File: config.mk
export PLATFORM = sky130hd
export DESIGN_NAME = jtpopeye_inputs
export DESIGN_NICKNAME = d
export VERILOG_FILES = /design/src/rtl/jtpopeye_inputs.sv
export SDC_FILE = /design/constraint.sdc
export NUM_CORES = 1
export LEC_CHECK = 0
export CAP_MARGIN = 10
export CORE_ASPECT_RATIO = 1.2
export CORE_MARGIN = 1
export CORE_UTILIZATION = 42
export DETAILED_ROUTE_END_ITERATION = 10
export PLACE_DENSITY = 0.61
export SLEW_MARGIN = 20
export SYNTH_ARGS = -nofsm -noshare
export SYNTH_HDL_FRONTEND = slang
export SYNTH_SLANG_ARGS = --single-unit
File: constraint.sdc
create_clock -name clk -period 3.2 [get_ports clk]
set_clock_uncertainty 0.1 [all_clocks]
set_input_delay 0.64 -clock clk [delete_from_list [all_inputs] [get_ports clk]]
set_output_delay 0.64 -clock clk [all_outputs]
set_load 0.1 [all_outputs]
File: src/rtl/jtpopeye_inputs.sv
// ---------------------------------------------------------------------------
// jtpopeye_inputs
//
// Cabinet input conditioner for the Popeye core. Raw frame inputs are
// synchronised, debounced and masked while a ROM download is running. Coin
// presses are queued and turned into fixed-length pulses timed in frames
// (VS rising edges). The pause button acts as a toggle.
//
// Ports
//   clk           system clock (40 MHz)
//   rst_n         asynchronous active-low reset
//   cen           debounce sample strobe, one clk wide
//   VS            game vertical sync, active high, asynchronous
//   downloading   ROM download in progress, masks everything
//   joy1_raw      player 1 {button, up, down, left, right}, active high
//   joy2_raw      player 2, same layout
//   coin_raw      coin slots, active high
//   start_raw     start buttons, active high
//   pause_raw     pause button, active high
//   service_raw   service button, active high
//   joystick1     debounced player 1
//   joystick2     debounced player 2
//   start_button  debounced start buttons
//   coin_input    shaped coin pulse
//   service       debounced service button
//   game_pause_n  1 = run, 0 = paused
//
// Coin FSM states
//   state | meaning
//   IDLE  | no pulse; start one as soon as a coin is pending or arriving
//   PULSE | coin_input high, counting COIN_FRAMES frame ticks
//   GAP   | coin_input low, counting COIN_GAP frame ticks before next pulse
// ---------------------------------------------------------------------------
module jtpopeye_inputs #(
    parameter int DEB_LEN     = 8,
    parameter int COIN_FRAMES = 3,
    parameter int COIN_GAP    = 3,
    parameter int COIN_QMAX   = 3
) (
    input  logic       clk,
    input  logic       rst_n,
    input  logic       cen,
    input  logic       VS,
    input  logic       downloading,
    input  logic [4:0] joy1_raw,
    input  logic [4:0] joy2_raw,
    input  logic [1:0] coin_raw,
    input  logic [1:0] start_raw,
    input  logic       pause_raw,
    input  logic       service_raw,
    output logic [4:0] joystick1,
    output logic [4:0] joystick2,
    output logic [1:0] start_button,
    output logic       coin_input,
    output logic       service,
    output logic       game_pause_n
);

    // Bit map of the conditioned input bus
    localparam int NB      = 16;
    localparam int B_COIN  = 10;
    localparam int B_START = 12;
    localparam int B_PAUSE = 14;
    localparam int B_SERV  = 15;

    localparam logic [7:0] DEB_TOP    = 8'(DEB_LEN - 1);
    localparam logic [3:0] FRAMES_TOP = 4'(COIN_FRAMES - 1);
    localparam logic [3:0] GAP_TOP    = 4'(COIN_GAP - 1);
    localparam logic [3:0] QMAX       = 4'(COIN_QMAX);

    typedef enum logic [1:0] {
        IDLE  = 2'd0,
        PULSE = 2'd1,
        GAP   = 2'd2
    } coin_state_t;

    logic [NB-1:0] raw_bus;
    logic [NB-1:0] sync1;
    logic [NB-1:0] sync2;
    logic [NB-1:0] deb;
    logic [7:0]    deb_cnt [NB];

    logic          vs1;
    logic          vs2;
    logic          vs_d;
    logic          fr;

    logic [1:0]    deb_coin_d;
    logic [1:0]    coin_rise;
    logic [1:0]    coin_events;
    logic [2:0]    pending;
    logic [3:0]    pend_sum;
    logic [2:0]    pend_next;
    logic          take;
    logic [3:0]    fcnt;
    coin_state_t   state;

    logic          deb_pause_d;
    logic          pause_rise;

    assign raw_bus = {service_raw, pause_raw, start_raw, coin_raw, joy2_raw, joy1_raw};

    // -----------------------------------------------------------------------
    // Two-flop synchronisers; VS gets a third flop for edge detection
    // -----------------------------------------------------------------------
    always_ff @(posedge clk or negedge rst_n) begin
        if (!rst_n) begin
            sync1 <= '0;
            sync2 <= '0;
            vs1   <= 1'b0;
            vs2   <= 1'b0;
            vs_d  <= 1'b0;
        end else begin
            sync1 <= raw_bus;
            sync2 <= sync1;
            vs1   <= VS;
            vs2   <= vs1;
            vs_d  <= vs2;
        end
    end

    assign fr = vs2 & ~vs_d;

    // -----------------------------------------------------------------------
    // Debounce: a bit must disagree with its debounced value on DEB_LEN
    // consecutive cen samples before the debounced value follows. Any agreeing
    // sample restarts the count. Runs during downloads too, so a button held
    // across the end of a download does not look like a fresh press.
    // -----------------------------------------------------------------------
    always_ff @(posedge clk or negedge rst_n) begin
        if (!rst_n) begin
            deb <= '0;
            for (int i = 0; i < NB; i++) begin
                deb_cnt[i] <= '0;
            end
        end else if (cen) begin
            for (int i = 0; i < NB; i++) begin
                if (sync2[i] != deb[i]) begin
                    if (deb_cnt[i] == DEB_TOP) begin
                        deb[i]     <= sync2[i];
                        deb_cnt[i] <= '0;
                    end else begin
                        deb_cnt[i] <= deb_cnt[i] + 8'd1;
                    end
                end else begin
                    deb_cnt[i] <= '0;
                end
            end
        end
    end

    // -----------------------------------------------------------------------
    // Plain button outputs, masked during download
    // -----------------------------------------------------------------------
    always_ff @(posedge clk or negedge rst_n) begin
        if (!rst_n) begin
            joystick1    <= '0;
            joystick2    <= '0;
            start_button <= '0;
            service      <= 1'b0;
        end else begin
            joystick1    <= deb[4:0] & {5{~downloading}};
            joystick2    <= deb[9:5] & {5{~downloading}};
            start_button <= deb[B_START+1:B_START] & {2{~downloading}};
            service      <= deb[B_SERV] & ~downloading;
        end
    end

    // -----------------------------------------------------------------------
    // Coin queue. A coin arriving while IDLE with nothing pending starts its
    // pulse in the same cycle it is counted, so the pulse rises one clk after
    // the debounced edge. Increment and decrement of the same cycle are
    // combined before saturating.
    // -----------------------------------------------------------------------
    assign coin_rise   = deb[B_COIN+1:B_COIN] & ~deb_coin_d;
    assign coin_events = {1'b0, coin_rise[0]} + {1'b0, coin_rise[1]};
    assign take        = (state == IDLE) && ((pending != 3'd0) || (coin_events != 2'd0));
    assign pend_sum    = {1'b0, pending} + {2'b00, coin_events} - {3'b000, take};
    assign pend_next   = (pend_sum > QMAX) ? QMAX[2:0] : pend_sum[2:0];

    // Edge history tracks the debouncer even during downloads
    always_ff @(posedge clk or negedge rst_n) begin
        if (!rst_n) begin
            deb_coin_d  <= '0;
            deb_pause_d <= 1'b0;
        end else begin
            deb_coin_d  <= deb[B_COIN+1:B_COIN];
            deb_pause_d <= deb[B_PAUSE];
        end
    end

    always_ff @(posedge clk or negedge rst_n) begin
        if (!rst_n) begin
            state      <= IDLE;
            pending    <= '0;
            fcnt       <= '0;
            coin_input <= 1'b0;
        end else if (downloading) begin
            state      <= IDLE;
            pending    <= '0;
            fcnt       <= '0;
            coin_input <= 1'b0;
        end else begin
            pending <= pend_next;
            case (state)
                IDLE: begin
                    if (take) begin
                        state      <= PULSE;
                        fcnt       <= '0;
                        coin_input <= 1'b1;
                    end
                end
                PULSE: begin
                    if (fr) begin
                        if (fcnt == FRAMES_TOP) begin
                            state      <= GAP;
                            coin_input <= 1'b0;
                            fcnt       <= '0;
                        end else begin
                            fcnt <= fcnt + 4'd1;
                        end
                    end
                end
                GAP: begin
                    if (fr) begin
                        if (fcnt == GAP_TOP) begin
                            state <= IDLE;
                            fcnt  <= '0;
                        end else begin
                            fcnt <= fcnt + 4'd1;
                        end
                    end
                end
                default: begin
                    state      <= IDLE;
                    fcnt       <= '0;
                    coin_input <= 1'b0;
                end
            endcase
        end
    end

    // -----------------------------------------------------------------------
    // Pause toggle, kept directly as the active-low run flag
    // -----------------------------------------------------------------------
    assign pause_rise = deb[B_PAUSE] & ~deb_pause_d;

    always_ff @(posedge clk or negedge rst_n) begin
        if (!rst_n) begin
            game_pause_n <= 1'b1;
        end else if (downloading) begin
            game_pause_n <= 1'b1;
        end else if (pause_rise) begin
            game_pause_n <= ~game_pause_n;
        end
    end

endmodule

# Word-level counts from Yosys, hierarchy flattened
# Index checks and enable logic that the tools add are counted.
# W data, S select, Z words.
word_totals:
  output_inout_bits: 15
  register_bits: 206
  input_bits: 21
  elab_cells: 202
op_classes:
  mux: 53
  eq_ne: 42
  n_bitwise: 12
  order_cmp: 1
  n_reduce_logical: 26
  add_sub_neg: 20
ops:
  columns: ["cell", "n"]
  rows:
  - ["$mux W8", 32]
  - ["$add A8 B1 Y8 const B", 16]
  - ["$eq A8 B3 Y1 const B", 16]
  - ["$reduce_and A3 Y1", 16]
  - ["$mux W4", 4]
  - ["$ne A1 B1 Y1", 16]
  - ["$ne A3 B3 Y1 const B", 5]
  - ["$mux W2", 6]
  - ["$and A5 B5 Y5", 2]
  - ["$pmux W4 S2", 1]
  - ["$mux W1", 6]
  - ["$mux W3", 2]
  - ["$pmux W2 S3", 1]
  - ["$reduce_and A5 Y1", 1]
  - ["$add A3 B2 Y4", 1]
  - ["$add A4 B1 Y4 const B", 1]
  - ["$and A2 B2 Y2", 2]
  - ["$eq A4 B2 Y1 const B", 1]
  - ["$gt A4 B2 Y1 const B", 1]
  - ["$not A1 Y1", 4]
  - ["$reduce_and A4 Y1", 1]
  - ["$reduce_bool A2 Y1", 2]
  - ["$sub A4 B1 Y4", 1]
  - ["$and A1 B1 Y1", 3]
  - ["13 further kinds", 13]

# Logic depth before layout (Yosys ltp)
# Gate-level depths: netlist of the first run.
logic_depth:
  depth_word: 10
  ltp_mapped: 11

# Worst setup path after synthesis of the first run
# OpenSTA, ideal clock, no wires.
synth_timing:
  path_type: "register to register"
  from: "reg deb[10]"
  to: "reg pending[0]"
  setup_time_ns: 0.134
  t_arrival_ns: 2.336
  path_slack_ns: 0.630
  required_ns: 2.966
  stages_incl_launch_ff: 12
  period_less_slack_ns: 2.570
  path_cell_list: "dfrtp_1 -> nand2b_1 -> ha_1 -> nor4b_1 -> nor2b_1 -> ha_1 -> inv_1 -> ha_1 -> inv_1 -> fa_1 -> xor2_1 -> a31oi_1"
synth_via:
  elab_chain_cells: 9
  word_cells_on_any_way: 10
  classes_between: "3 x add/sub; 1 x order compare; 2 x mux; 1 x bitwise; 3 x reduce/logical"
synth_rtl:
  columns: ["item", "line_no", "source"]
  rows:
  - ["start: declaration", "80", "logic [NB-1:0] deb;"]
  - ["start signal: indexed assignment", "140", "deb[i] <= sync2[i];"]
  - ["$and A2 B2 Y2 (*)", "175", "assign coin_rise = deb[B_COIN+1:B_COIN] & ~deb_coin_d;"]
  - ["$add A1 B1 Y2 (*)", "176", "assign coin_events = {1'b0, coin_rise[0]} + {1'b0, coin_rise[1]};"]
  - ["branches (longest 3 deep; another with $add A3 B2 Y4)", null, null]
  - ["$sub A4 B1 Y4 (*)", "178", "assign pend_sum = {1'b0, pending} + {2'b00, coin_events} - {3'b000, take};"]
  - ["$gt A4 B2 Y1", "179", "assign pend_next = (pend_sum > QMAX) ? QMAX[2:0] : pend_sum[2:0];"]
  - ["$mux W3 (*)", "179", null]
  - ["$mux W3 (*)", "198", "end else if (downloading) begin"]
  - ["end signal: assignment", "204", "pending <= pend_next;"]
  - ["end: declaration", "91", "logic [2:0] pending;"]
# Every way passes the cells marked *.
# A chain may end at the register's enable or synchronous reset.

# Worst setup path after layout of the first run
layout_timing:
  from: "reg deb[11]"
  to: "reg pending[1]"
# The elaborated chain is that of the path after synthesis.

==> impl_results.md, run 1 <==
- Max stage delay on crit path: ~0.42 ns
- Crit path time final: about 2.6 ns
- Worst-Skew Late Latency: around 0.51 ns
- Die width: approximately 140 µm
- Distinct cells, synth: 60
- Most frequent CP cell: ha_1
- Synth Instances: between 800 and 900
- Multiplexer share of the synthesized area: around 3.8%
- Drt initial violations: 325
- Area growth syn-to-layout: 15.31%
- Ant. Diodes: 0
- Critical path arrival: between 2 and 3 ns
- Top Usage Layer GRT: met2
- Hold Vio Cnt, Final: 0
- Hold Slack: 0.2394 ns
- # IOs: 36
- Final period util: approximately four fifths
- Vias in the first global route: slightly above 6000
- YS warnings: 0
- Cell with the most instances after synthesis: dfrtp_1
- Reg-to-reg startpoint: deb[11]
- Routed wire per std cell: around 13 µm
- Critical path cell sequence: nand2b_1 -> ha_1 -> nor4b_1 -> buf_4 -> nor2b_1 -> ha_1 -> inv_1 -> ha_1 -> inv_1 -> fa_1 -> xor2_1 -> a31oi_1
- Post-synth top cells: dfrtp_1 (205), nor2_1 (91), nand2_1 (58)
- Hold Path Class: reg -> reg
- Seq/Total Area, Yosys: 54.81%
- H-tree levels: 1
- Status: finished with violations
- Count of final setup violators: 0
- Worst R2R Setup Slack: 0.60 ns
- Hold endpoint: sync2[15]
- Synth Area in Compound Gates: around a tenth
- Sink Count: slightly above 200
- EDFF count, synth: 0
- Crit path max fanout: 4
- Final wirelength: roughly 16000 µm
- Rel. slew slack: just under 50%
- Simple-Gate Fraction of Synth Area: between 15 and 20%
- Cell taking the most area after synthesis: dfrtp_1
- Worst-Margin Slew: 0.7685 ns
- Hpwl dp: slightly above 10000 µm
- Register clock-pin slew on the reported worst setup and hold paths: 0.06 ns
- Max Cap Viol: 0
- Largest net degree at the start of global routing: ~120
- DR vias/cell: 5.227
- Async set-or-reset flop fraction in the synthesized netlist: 100.0%
- FF-to-FF path depth: 12
- DRC Markers: 4
- Synth top area share: 54.53%
- Setup_tns: 0 ns
- Layout cells sized above 1: approximately 10%
- Root buffer cell: clkbuf_16
- # rows: between 50 and 60
- Initial antenna violation count: 0
- First-pass GRT wire length: between 20000 and 30000 µm
- RR Endpoint: pending[1]
- Adder-Cell Fraction of Synth Area: a little over 4%
- CTS tree: built
- Final Slew Violations: 0
- Crit path capture type: flop
- Crit path launch type: flop
- Yosys reg bits: a little over 200
- Violated checks: design-rule violations
- Grt ovf: 0
- DIE AREA: 23000 µm²
- Core box area: ~22000 µm²
- Commonest register cell after synthesis: dfrtp_1
- WP data required: 3.48 ns
- Syn avg cell area: around 11 µm²
- Clk buf depth: 3
- Synth top area cells: dfrtp_1 (55%), xnor2_1 (4.8%), ha_1 (3.9%)
- Global Route Usage Sum: approximately 15%
- Final ANT Viol Nets: 0
- RD Place Congestion: between 0.7 and 0.8
- RSZ-0062 raised after global routing: false
- Synth Cell Area: between 9000 and 10000 µm²
- Max Freq: 384.3 MHz
- Leak Pwr: 0.004933 µW
- Setup CP Type: reg -> reg
- CP max-delay cell: dfrtp_1
- Peak supply drop: approximately 0.00065 V
- Post-Synth XOR/XNOR Area: between 7 and 8%
- Die Span Y: ~170 µm
- Met1 Use GR: between 20% and 30%
- Hold Crit Start: sync1[15]
- Post-CTS Resized: 0
- Util after Layout: about half
- Vias: roughly 6300
- Routing usage on met3: around 2.8%
- Initial Utilization: between 40 and 50%
- Power per standard cell area: 678.2 nW/µm²
- PortBufs: 35
- Hold path cells: 0
- CTS buffer count: 23
- Largest family of logic cells by synthesized area: simple AND/OR/NAND/NOR gates
- Mapped Nets: 916
- Detailed Routing Iterations Pass 1: 7
- Nets: a little under 1000
- M2 GR Usage: between 20 and 25%
## routing by layer
| metal | wire length, µm | part of all wire, % |
|---|---|---|
| met1 | 7624 | 48 |
| met2 | 7495 | 47 |
| met3 | 623 | 3.9 |
| met4 | 254 | 1.6 |
| met5 | 0 | 0 |
## cell type report
class / count / area (µm²)
clock buffer: 29 / 618.1
clock inverter: 11 / 138.9
fill: 2010 / 11000
inverter: 31 / 116.4
multi-input combinational: 608 / 4045
sequential: 206 / 5156
tap: 274 / 342.8
timing repair buffer: 45 / 430.4
## kinds of logic after synthesis
logic type | Yosys count
compound gates | 128
simple gates | 332
flops | 206
mux | 33
xor+xnor | 84
buf+inv | 51
fa+ha+maj | 30
other cells | 1
## registers in the layout (all words and copies together), names as in the netlist
signal and count:
vs2 1, vs_d 1, sync1 16, joystick1 5, service 1, pending 3, joystick2 5, vs1 1
start_button 2, state 2, game_pause_n 1, deb_pause_d 1, deb_cnt 128, coin_input 1, deb 16, fcnt 4
deb_coin_d 2, sync2 16
## layout by cell type, fill, tap and decap left out, types with 23 or more instances in the layout
master,synthesis,final
clkbuf_16,0,23
dfrtp_1,205,205
ha_1,29,29
inv_1,31,31
nand2_1,58,58
nand3_1,52,52
nor2_1,91,91
nor3_1,24,24
o21ai_0,31,31
xnor2_1,52,52
xor2_1,32,32
## worst max-delay path: cells and delay by family (launching register included)
family,cells,cell delay [ns]
DFF,1,0.42
AOI/OAI and AO/OA,1,0.10
xor gates and xnor gates,1,0.18
adders and majority gates,4,0.98
buffers and inverters,3,0.29
and+or+nand+nor,3,0.39
## worst max path at each step
stage	startpoint	endpoint	cells past startpoint
3_3_place_gp	deb[11]	pending[1]	12
2_1_floorplan	deb[10]	pending[0]	11
4_1_cts	deb[11]	pending[1]	12
5_1_grt	deb[11]	pending[0]	12
3_5_place_dp	deb[11]	pending[1]	12
6_report	deb[11]	pending[1]	12
## what timing repair did
item,4_1_cts,5_1_grt
hold endpoints to repair,13,0
buffers inserted,0,0
hold buffers,1,0
## metrics by stage
| stage | cell area, µm² | total power [µW] | instances | worst slack (ns) |
|---|---|---|---|---|
| 2_1_floorplan | 9408 | 4382 | 865 | 0.6298 |
| 3_3_place_gp | 10080 | 4753 | 1163 | 0.6123 |
| 3_5_place_dp | 10080 | 4790 | 1163 | 0.5518 |
| 4_1_cts | 10850 | 7494 | 1204 | 0.5445 |
| 5_1_grt | 10850 | 7851 | 1204 | 0.3876 |
| 6_report | 10850 | 7357 | 1204 | 0.5979 |
## power breakdown
group | internal [µW] | switching [µW]
Clock | 1610 | 1030
Sequential | 2950 | 310
Combinational | 598 | 865
(Power assumes the default switching activity.)
==> inputs of run 2 (changes only) <==
clock period = 2.4 ns   (was 3.2 ns; I/O delays follow)
==> impl_results.md, run 2 (same netlist as run 1, synthesis figures left out) <==
- Final period util: approximately 96%
- Peak supply drop: around 0.00055 V
- H-tree levels: 1
- Worst-Margin Slew: 0.6264 ns
- Hold Slack: ~0.24 ns
- Initial Utilization: 43.05%
- DRC Markers: 4
- RD Place Congestion: 0.7500
- Clk buf depth: 3
- Power per standard cell area: between 900 and 1000 nW/µm²
- # IOs: 36
- Violated checks: design-rule violations
- Biggest register: deb_cnt
- Crit path launch type: flop
- PortBufs: 35
- Crit path capture type: flop
- Detailed Routing Iterations Pass 1: 9
- Final ANT Viol Nets: 0
- Root buffer cell: clkbuf_16
- Area after DPL: approximately 10000 µm²
- Hpwl dp: 11090 µm
- WP data required: roughly 2.7 ns
- Largest net degree at the start of global routing: 61
- Worst-Skew Late Latency: ~0.51 ns
- Max Cap Viol: 0
- DR vias/cell: around 5.2
- Sink Count: 206
- Crit path max fanout: 2
- Die Span Y: roughly 170 µm
- Count of final setup violators: 0
- Layout cells sized above 1: around an eighth
- Routed wire per std cell: approximately 14 µm
- Most common cell after layout, fill and taps aside: dfrtp_1
- Ant. Diodes: 0
- Register clock-pin slew on the reported worst setup and hold paths: around 0.060 ns
- Die width: 138.6 µm
- Hold Path Class: reg -> reg
- Vias: around 6400
- First-pass GRT wire length: ~30000 µm
- Setup CP Type: reg -> reg
- Initial antenna violation count: 0
- Max Freq: 435.3 MHz
- Grt ovf: 0
- Critical path arrival: 2.58 ns
- Status: finished with violations
- Hold Vio Cnt, Final: 0
- Max reg flops: around 130
- # rows: 59
- Core box area: around 22000 µm²
- Inst Count DP: 1173
- Drt initial violations: around 280
- CTS buffer count: 23
- Final wirelength: roughly 17000 µm
- DIE AREA: between 20000 and 25000 µm²
- Leak Pwr: between 0.005 and 0.006 µW
- Vias in the first global route: about 6400
- Finished Cell Area: roughly 11000 µm²
- Final Slew Violations: 0
- Global Route Usage Sum: ~15%
- CTS tree: built
- Nets: 980
- Commonest non-fill, non-tap cells in the layout: dfrtp_1 (205), nor2_1 (91), nand2_1 (58), xnor2_1 (52), nand3_1 (52)
- Fin cells: around 1200
- Area growth syn-to-layout: 17.49%
- Rel. slew slack: slightly below 60%
- Crit path time final: 2.297 ns
- Worst R2R Setup Slack: 0.10 ns
-- run 2: changes by cell type in the layout (fill, tap and decap cells not counted), sizes merged --
| cell | previous run | this run |
|---|---|---|
| buf | 26 | 39 |
| bufinv | 3 | 2 |
| clkbuf | 29 | 34 |
| clkinv | 5 | 3 |
| clkinvlp | 2 | 3 |
-- run 2: critical path: stages, from the launching register on --
cell and delay [ns]:
dfrtp_1 0.36, nand2b_4 0.14, buf_4 0.12, inv_1 0.04, ha_1 0.13, inv_1 0.06
ha_4 0.28, inv_1 0.04, ha_1 0.30, a21o_1 0.20, a21oi_2 0.15, xnor2_1 0.14
a31oi_1 0.11
-- run 2: repair_timing --
action | 4_1_cts | 5_1_grt
endpoints found under the setup margin | 2 | 2
hold endpoints to repair | 41 | 0
resized for setup | 1 | 10
setup buffers | 1 | 3
hold buffers | 1 | 0
pin swaps | 1 | 5
-- run 2: power by group --
group          total (µW)  leakage, µW  switching (µW)  internal [µW]
Sequential           4350      0.00274             422           3930
Combinational        2200      0.00192            1250            948
Clock                3490     0.000364            1380           2110
Total               10000      0.00502            3050           6990
-- run 2: layer usage --
| metal | vias to the layer above | GRT usage (%) | wire, µm |
|---|---|---|---|
| met4 | 0 | 5.652 | 441 |
| met3 | 32 | 2.105 | 493 |
| met1 | 3081 | 20.55 | 7954 |
| met2 | 85 | 25.76 | 7814 |
| li1 | 3182 | - | - |
| met5 | - | 0 | 0 |
-- run 2: layout make-up --
type	count	area, µm²
clock inverters	9	106.4
well taps	274	342.8
fillers	1970	10800
multi-input cells	608	4119
clock buffers	33	653.1
flip-flops and latches	206	5156
inverters	31	116.4
repair buffers	59	559.3
-- run 2: worst paths after layout --
kind,startpoint,endpoint,depth (start not counted)
min in group asynchronous,rst_n,deb[1],2
hold reg to reg,sync1[6],sync2[6],0
max in group asynchronous,rst_n,deb_cnt[57],3
hold / removal,sync1[6],sync2[6],0
setup reg to reg,deb_coin_d[0],pending[0],12
setup / recovery,deb_coin_d[0],pending[0],12
-- run 2: through the flow --
step | utilization, % | total power (µW) | TNS, ns | setup WS, ns
floorplan | - | 5863 | 0 | 0.04636
global route | 50.58 | 10660 | -0.002926 | -0.002926
detailed placement | 46.66 | 6482 | -0.05014 | -0.02761
global placement | 46.66 | 6409 | 0 | 0.04171
finish | 50.58 | 10040 | 0 | 0.1027
CTS | 50.22 | 10060 | 0 | 0.003591
==> inputs of run 3 (changes only) <==
--- a/config.mk
+++ b/config.mk
@@ -9,3 +9,3 @@
 export CORE_ASPECT_RATIO = 1.2
-export CORE_MARGIN = 1
+export CORE_MARGIN = 10
 export CORE_UTILIZATION = 42
@@ -13,3 +13,3 @@
 export PLACE_DENSITY = 0.61
-export SLEW_MARGIN = 20
+export SLEW_MARGIN = 10
 export SYNTH_ARGS = -nofsm -noshare
--- a/constraint.sdc
+++ b/constraint.sdc
@@ -4,2 +4,2 @@
 set_output_delay 0.48 -clock clk [all_outputs]
-set_load 0.1 [all_outputs]
+set_load 0.005 [all_outputs]
==> impl_results.md, run 3 (same netlist as run 1, synthesis figures left out) <==
- Flop pwr share: a little under half
- Final Slew Violations: 0
- Grt ovf: 0
- RD Place Congestion: 0.7916
- Ant. Diodes: 0
- Global Route Usage Sum: 12.08%
- Psw: approximately 2700 µW
- Clk buf depth: 3
- Crit path max fanout: 2
- Final period util: between 90 and 100%
- Worst-Skew Late Latency: around 0.51 ns
- Hold Path Class: reg -> reg
- DIE AREA: between 20000 and 30000 µm²
- CTS tree: built
- Max Freq: about 420 MHz
- Core box area: around 22000 µm²
- Clk pwr share: between 30% and 40%
- RSZ-0062 raised after global routing: true
- Most common cell after layout, fill and taps aside: dfrtp_1
- Critical path arrival: ~2.7 ns
- Setup CP Type: reg -> reg
- Hpwl dp: between 10000 and 15000 µm
- Max reg flops: around 130
- Rel. slew slack: between 50% and 60%
- Final ANT Viol Nets: 0
- Max Cap Viol: 0
- Worst-Margin Slew: just over 0.6 ns
- Power per standard cell area: around 870 nW/µm²
- Finished Cell Area: roughly 11000 µm²
- Drt initial violations: 299
- Layout cells sized above 1: 10.14%
- Area of all sequential standard cells: roughly 5200 µm²
- Hold path cells: 0
- Final wirelength: 16810 µm
- Vias: between 6000 and 7000
- # IOs: 36
- Setup_tns: 0 ns
- Die width: 156.6 µm
- H-tree levels: 1
- Logic pwr share: between 10% and 20%
- Detailed Routing Iterations Pass 1: 4
- Commonest non-fill, non-tap cells in the layout: dfrtp_1 (205), nor2_1 (91), nand2_1 (58), xnor2_1 (52), nand3_1 (52)
- Sink Count: roughly 200
- Biggest register: deb_cnt
- Crit path launch type: flop
- Crit path time final: roughly 2.4 ns
- Status: complete, no violations
- Count of final setup violators: 0
- Initial antenna violation count: 0
- Net switching share of the total power: between 20 and 30%
- Largest net degree at the start of global routing: between 50 and 60
- Register clock-pin slew on the reported worst setup and hold paths: 0.06 ns
- Root buffer cell: clkbuf_16
- DR vias/cell: 5.268
- First-pass GRT wire length: between 20000 and 30000 µm
- Number of fill cells: 1970
- Area after DPL: roughly 10000 µm²
- PortBufs: 35
- WP data required: 2.73 ns
- Overall power: 9523 µW
- # rows: 59
- Vias in the first global route: between 6000 and 7000
- Nets: 975
- Initial Utilization: approximately 43%
- Leak Pwr: approximately 0.005 µW
- Peak supply drop: approximately 0.00044 V
- CTS buffer count: 23
- Crit path capture type: flop
- Routed wire per std cell: about 14 µm
- Die Span Y: ~180 µm
- Pint: 6785 µW
- Footprint of the multi-input gates: a little over 4000 µm²
- FF-to-FF path depth: 11
- Hold Vio Cnt, Final: 0
- DRC Markers: 0
- Area growth syn-to-layout: 16.68%
- Util after Layout: between 50% and 60%
## run 3: cell types whose count changed in the layout (fill, tap and decap cells not counted), sizes merged
cell and change:
bufinv -1, clkinv -1, inv +1, buf -19
clkdlybuf4s50 +15, clkinvlp +2, clkbuf -6
## run 3: power groups by stage
stage	Sequential [µW]	Clock (µW)	Combinational (µW)
after floorplan	4310	0	1270
final	4340	3360	1820
after detailed placement	4400	0	1780
after global routing	4420	3650	2110
after global placement	4380	0	1740
after CTS	4340	3490	1830
## run 3: area by class of cell
type                            instances  share of cell area, %
Clock buffer                           28                  5.688
Clock inverter                         10                 0.8891
Inverter                               31                  1.060
Multi-Input combinational cell        608                  37.16
Sequential cell                       206                  46.97
Tap cell                              274                  3.123
Timing Repair Buffer                   54                  5.107
## run 3: repair_timing
action | CTS | global route
endpoints found under the hold margin | 52 | 0
hold buffers | 1 | 0
endpoints found under the setup margin | 2 | 2
pin swaps | 5 | 1
buffers inserted | 2 | 0
gates resized for setup | 4 | 2
## run 3: worst paths after layout
check	startpoint	endpoint	slack [ns]
min in group asynchronous	rst_n	deb[1]	0.39
max reg2reg	deb[11]	pending[0]	0.003
min reg2reg	sync1[12]	sync2[12]	0.25
max	deb[11]	pending[0]	0.003
max in group asynchronous	rst_n	game_pause_n	1.12
min	sync1[12]	sync2[12]	0.25
## run 3: per-layer routing
layer / wire length, µm / up-vias / global-route usage [%]
met3: 713 / 21 / 2.294
met1: 7920 / 3124 / 15.80
li1: - / 3165 / -
met2: 7891 / 70 / 19.85
met4: 280 / 0 / 3.705
met5: 0 / - / 0
## run 3: worst max-delay path: stages, from the launching register on
cell and delay (ns):
dfrtp_1 0.37, nand2b_1 0.11, ha_2 0.17, nor4b_4 0.23
nor2b_1 0.09, ha_1 0.27, inv_1 0.06, ha_2 0.18
inv_2 0.04, fa_2 0.35, xor2_2 0.19, a31oi_1 0.14
## run 3: stage by stage
stage	hold slack, ns	setup slack (ns)	cells
finish	0.2461	0.002974	1211
global route	0.2502	-0.1315	1211
floorplan	0.08441	0.04636	865
global placement	0.2324	-0.03720	1170
CTS	0.2492	0.01472	1211
detailed placement	0.2355	-0.1265	1170
